`src/rtl/rr_arbiter_4_if.sv`:
```
// rr_arbiter_4_if: handshake bundle between the requesters and the arbiter.
//   req     [0:3]  request vector, req[i] belongs to requester i
//   done    [0:3]  release pulse, only the owner's bit is honoured
//   gnt     [0:3]  registered one-hot grant
//   gnt_idx [1:0]  binary index of the owner (0 when idle)
//   gnt_en         grant active, equals |gnt
//   timeout        one-cycle pulse on a hold-limit release
// master = requester side, slave = arbiter side.
interface rr_arbiter_4_if;
  logic [0:3] req;
  logic [0:3] done;
  logic [0:3] gnt;
  logic [1:0] gnt_idx;
  logic       gnt_en;
  logic       timeout;

  modport master (
    output req, done,
    input  gnt, gnt_idx, gnt_en, timeout
  );

  modport slave (
    input  req, done,
    output gnt, gnt_idx, gnt_en, timeout
  );
endinterface

```
`src/rtl/rr_arbiter_4.sv`:
```
// rr_arbiter_4: four-requester round-robin arbiter with grant hold and a
// hold-time limit. Grants are separated by exactly one idle (GAP) cycle.
//   MAX_HOLD  maximum consecutive grant cycles for one owner (2..255)
//   clk       rising-edge clock
//   rst       synchronous active-high reset
//   bus       rr_arbiter_4_if slave modport (req/done in, grant outputs)
//
// state   | meaning
// --------+-----------------------------------------------------------
// S_IDLE  | no grant, arbitrate every cycle
// S_GRANT | owner idx_q holds the grant, hold_q counts its cycles
// S_GAP   | one mandatory zero cycle after a release, then arbitrate
module rr_arbiter_4 #(
  parameter int unsigned MAX_HOLD = 8
) (
  input  logic              clk,
  input  logic              rst,
  rr_arbiter_4_if.slave     bus
);

  typedef enum logic [1:0] {S_IDLE, S_GRANT, S_GAP} state_t;

  state_t     state_q;
  logic [1:0] ptr_q;
  logic [7:0] hold_q;
  logic [0:3] gnt_q;
  logic [1:0] idx_q;
  logic       en_q;
  logic       timeout_q;

  logic       win_vld;
  logic [1:0] win_idx;
  logic [1:0] cand;
  logic       rel_done;
  logic       rel_drop;
  logic       rel_lim;

  function automatic logic [0:3] onehot(input logic [1:0] i);
    logic [0:3] v;
    v    = 4'b0000;
    v[i] = 1'b1;
    return v;
  endfunction

  // Scan from the farthest offset down to ptr so the nearest pending
  // requester (in round-robin order) is the last one to overwrite.
  always_comb begin
    win_vld = 1'b0;
    win_idx = ptr_q;
    cand    = ptr_q;
    for (int k = 3; k >= 0; k--) begin
      cand = ptr_q + 2'(k);
      if (bus.req[cand]) begin
        win_vld = 1'b1;
        win_idx = cand;
      end
    end
  end

  assign rel_done = bus.done[idx_q];
  assign rel_drop = !bus.req[idx_q];
  assign rel_lim  = (hold_q == 8'(MAX_HOLD - 1));

  always_ff @(posedge clk) begin
    if (rst) begin
      state_q   <= S_IDLE;
      ptr_q     <= 2'd0;
      hold_q    <= 8'd0;
      gnt_q     <= 4'b0000;
      idx_q     <= 2'd0;
      en_q      <= 1'b0;
      timeout_q <= 1'b0;
    end else begin
      case (state_q)
        S_GRANT: begin
          if (rel_done || rel_drop || rel_lim) begin
            state_q   <= S_GAP;
            gnt_q     <= 4'b0000;
            idx_q     <= 2'd0;
            en_q      <= 1'b0;
            hold_q    <= 8'd0;
            ptr_q     <= idx_q + 2'd1;
            // Only a pure hold-limit release is reported as a timeout.
            timeout_q <= rel_lim && !rel_done && !rel_drop;
          end else begin
            hold_q <= hold_q + 8'd1;
          end
        end
        default: begin
          // S_IDLE and S_GAP share arbitration; GAP falls back to IDLE.
          timeout_q <= 1'b0;
          if (win_vld) begin
            state_q <= S_GRANT;
            gnt_q   <= onehot(win_idx);
            idx_q   <= win_idx;
            en_q    <= 1'b1;
            hold_q  <= 8'd0;
          end else begin
            state_q <= S_IDLE;
          end
        end
      endcase
    end
  end

  assign bus.gnt     = gnt_q;
  assign bus.gnt_idx = idx_q;
  assign bus.gnt_en  = en_q;
  assign bus.timeout = timeout_q;

endmodule

```
`src/flat_wrapper.sv`:
```
// flat-port wrapper written by rule: the top's interface ports become plain ports
module rr_arbiter_4_flat 
#(
  parameter int unsigned MAX_HOLD = 8
)
  (clk, rst, bus_req, bus_done, bus_gnt, bus_gnt_idx, bus_gnt_en, bus_timeout);
  rr_arbiter_4_if bus_i ();
  input  logic clk;
  input  logic rst;
  input wire logic [$bits(bus_i.req)-1:0] bus_req;
  input wire logic [$bits(bus_i.done)-1:0] bus_done;
  output wire logic [$bits(bus_i.gnt)-1:0] bus_gnt;
  output wire logic [$bits(bus_i.gnt_idx)-1:0] bus_gnt_idx;
  output wire logic [$bits(bus_i.gnt_en)-1:0] bus_gnt_en;
  output wire logic [$bits(bus_i.timeout)-1:0] bus_timeout;
  assign bus_i.req = bus_req;
  assign bus_i.done = bus_done;
  assign bus_gnt = bus_i.gnt;
  assign bus_gnt_idx = bus_i.gnt_idx;
  assign bus_gnt_en = bus_i.gnt_en;
  assign bus_timeout = bus_i.timeout;
  rr_arbiter_4 #(.MAX_HOLD(MAX_HOLD)) u_core (.clk(clk), .rst(rst), .bus(bus_i));
endmodule
```
`config.mk`:
```
export PLATFORM = sky130hd
export DESIGN_NAME = rr_arbiter_4_flat
export DESIGN_NICKNAME = d
export VERILOG_FILES = /design/src/rtl/rr_arbiter_4_if.sv /design/src/rtl/rr_arbiter_4.sv /design/src/flat_wrapper.sv
export SDC_FILE = /design/constraint.sdc
export NUM_CORES = 1
export LEC_CHECK = 0
export ABC_AREA = 0
export CAP_MARGIN = 30
export CORE_MARGIN = 2
export CORE_UTILIZATION = 52
export CTS_CLUSTER_DIAMETER = 40
export DETAILED_ROUTE_END_ITERATION = 16
export PLACE_DENSITY_LB_ADDON = 0.25
export SYNTH_ARGS = -nofsm -noshare
export SYNTH_HDL_FRONTEND = slang
export SYNTH_SLANG_ARGS = --single-unit
export TNS_END_PERCENT = 100
```
`constraint.sdc`:
```
create_clock -name clk -period 2.1 [get_ports clk]
set_input_delay 0.42 -clock clk [delete_from_list [all_inputs] [get_ports clk]]
set_output_delay 0.42 -clock clk [all_outputs]
set_load 0.01 [all_outputs]
```
==> out/results.tsv <==
stage	metric	value	unit
layout	Synth-to-Final Area Change	25.8	%
clock_tree	Reg clk slew, reported paths	0.10	ns
clock_tree	CTS Buf Count	3	
layout	share of cells above drive strength 1	15.8	%
placed_design	DP Area	0.00142	mm^2
clock_tree	depth of the CTS H-tree	1	
flow_run	Max-Cap Viols	0	
clock_tree	Max clock buf depth	2	
min_path	Hold Path Class	reg -> reg	
drt	Routed WL per cell	14.0	um
setup_path	top fanout value on the critical path	3	
clock_tree	Num Clock Sinks	20	
synthesis	Mapped Nets	141	
timing	final setup TNS	0	ns
timing	fin crit period	1.86	ns
synthesis	Synth Flop Type	dfxtp_1	
layout	Total Nets Final	171	
setup_path	WP data arrival	2.07	ns
synthesis	Synth cell types	44	
floorplan	Initial Util	56.5	%
timing	crit share post-route	88.4	%
layout	antenna cell count	0	
drt	Post-Route WL	2600	um
setup_path	Startpoint Class	primary input	
synthesis	Post-Synthesis Cells	130	
placed_design	Final HPWL DP	1980	um
synthesis	Post-Syn Area	0.00114	mm^2
synthesis	xor/xnor share of the synthesized area	0.767	%
synthesis	cells taking the most area after synthesis	dfxtp_1 35%, nor2b_1 4.4%, mux4_2 3.9%	
grt	global-route wire length before repair	4530	um
grt	gr usage total	22.8	%
power	PwrDens	562	mW/mm^2
timing	RSZ-0062 raised after global routing	false	
synthesis	Synth Area in Simple Gates	29.8	%
layout	Util after Layout	71.1	%
setup_path	Crit Path Category	in -> reg	
grt	largest net degree at the start of global routing	19	
timing	Slew headroom	63.0	%
setup_path	CP max-delay cell	clkdlybuf4s50_1	
synthesis	post-synthesis adder-cell area fraction	1.10	%
power	Overall Power	809	uW
drt	initial DRC count	26	
synthesis	area leader, netlist	dfxtp_1	
timing	measured slew at the worst slew-check pin	0.553	ns
clock_tree	TritonCTS clock tree	done	
synthesis	most common cell in the synthesized netlist	dfxtp_1	
drt	vias	1109	
floorplan	I/O pin count	18	
floorplan	die span in y	50.9	um
setup_path	CP max stage delay	0.44	ns
clock_tree	clk_lat worst skew	0.29	ns
setup_path	CP Cell Sequence	clkdlybuf4s50_1, buf_4, nor4_1, buf_4, and2_1, buf_4, nand2_1, a31oi_1	
floorplan	die area	0.00259	mm^2
clock_tree	post-CTS setup buffer count	0	
synthesis	Mean Syn Cell Area	8.79	um^2
grt	vias in the first global route	1017	
placed_design	PortBufs	17	
grt	initial antenna violation count	0	
synthesis	Post-synth EDFFs	0	
synthesis	largest family of logic cells by synthesized area	simple AND/OR/NAND/NOR gates	
synthesis	Yosys top cell area share	35.0	%
timing	Peak Freq	539	MHz
power	Max VDD drop	342	uV
status	status	finished, final reports clean	
grt	total gr overflow	0	
synthesis	post-synthesis mux area share	3.94	%
drt	first drt pass iteration count	4	
timing	final hold vios	0	
clock_tree	# hold bufs at CTS	0	
clock_tree	root buf cell	clkbuf_4	
drt	average vias per placed instance	5.99	
synthesis	flops & latches, synth	20	
setup_path	most used cell, CP	buf_4	
power	Leakage	0.495	nW
timing	clk_skew	0.00145	ns
layout	post-route cell area	0.00144	mm^2
synthesis	fraction of registers with async set/reset	0	%
synthesis	Compound-Gate Fraction of Synth Area	24.9	%
floorplan	die width	50.9	um
floorplan	core area	0.00202	mm^2
drt	DRC viols	0	
timing	Final Slew Violations	0	
drt	Antenna Violating Nets Remaining	0	
setup_path	r2r setup slk	0.33	ns
timing	final setup fails	0	
setup_path	Worst EP required	2.31	ns
setup_path	CP Capture Type	register	
synthesis	yosys warns	0	
setup_path	CP bufs+invs	4	
layout	fin cells	185	
clock_tree	CTS resizes	0	
synthesis	sequential-to-total area share from yosys stat	35.0	%
setup_path	CP delay by family, top	buffers and inverters	
placed_design	GP Congestion	0.803	
synthesis	synth cell count leaders	20 x dfxtp_1, 12 x nand2_1, 8 x nor2b_1, 7 x nor3_1	
floorplan	num rows	16	
placed_design	Placed Cells	182	
==> flip-flops by register name (all words and copies together) (netlist names) <==
register            cells
u_core.bus.gnt          4
u_core.bus.gnt_en       1
u_core.bus.gnt_idx      2
u_core.bus.timeout      1
u_core.hold_q           8
u_core.ptr_q            2
u_core.state_q          2
==> final cells by class <==
cell class / instances / area [um^2]
fillers: 168 / 584
multi-input cells: 99 / 691
well taps: 27 / 33.8
flip-flops and latches: 20 / 400
clock buffers: 3 / 22.5
repair buffers: 30 / 268
inverters: 6 / 22.5
==> layer usage <==
metal	share of wire, %	up-vias	GRT usage [%]
li1	-	548	-
met3	7.0	4	3.51
met5	0	-	0
met1	45	510	31.2
met4	0.92	0	5.41
met2	47	47	37.9
==> stage by stage <==
step	worst slack (ns)	hold slack (ns)
5_1_grt	0.0963	0.506
4_1_cts	0.234	0.488
3_5_place_dp	-0.0479	0.473
3_3_place_gp	0.0110	0.466
6_report	0.243	0.485
2_1_floorplan	0.501	0.458
==> worst min-delay path, cell delays in order, from the launching register on <==
cell and delay (ns):
dfxtp_1 0.32, inv_1 0.05, o32ai_1 0.07
==> cell usage in the layout, fill, tap and decap left out, drive strengths merged, types with 2 or more instances in the layout <==
master and instances:
nor3 7, o211ai 4, nor2 5, nand4b 2, nand2b 4, buf 13, and3 2, nand4 4
nor2b 8, nand3 5, clkbuf 3, inv 6, clkdlybuf4s50 17, a31o 2, mux4 2, dfxtp 20
o32ai 4, a31oi 3, o21a 2, nand2 12, a21oi 7, nor4 3, o21ai 6
==> power by group <==
group	internal [mW]	total [mW]	switching, mW
registers	0.403	0.425	0.0217
clock network	0.0667	0.171	0.104
logic	0.110	0.213	0.103
==> cells by family after synthesis <==
group / count (synthesis)
fa+ha+maj: 1
mux: 2
compound gates: 36
buf+inv: 11
xor+xnor: 1
flops: 20
simple gates: 59
==> worst paths after layout <==
check / from / to / depth (start not counted)
max: bus_req[1] / u_core.bus.gnt_idx[0]$_SDFFE_PP0P_ / 8
min: u_core.bus.gnt[3]$_SDFFE_PP0P_ / u_core.bus.gnt[3]$_SDFFE_PP0P_ / 2
max reg2reg: u_core.hold_q[3]$_SDFFE_PP0P_ / u_core.bus.gnt_idx[1]$_SDFFE_PP0P_ / 4
min reg2reg: u_core.bus.gnt[3]$_SDFFE_PP0P_ / u_core.bus.gnt[3]$_SDFFE_PP0P_ / 2
No activity file was read; power rests on OpenSTA's default activity.
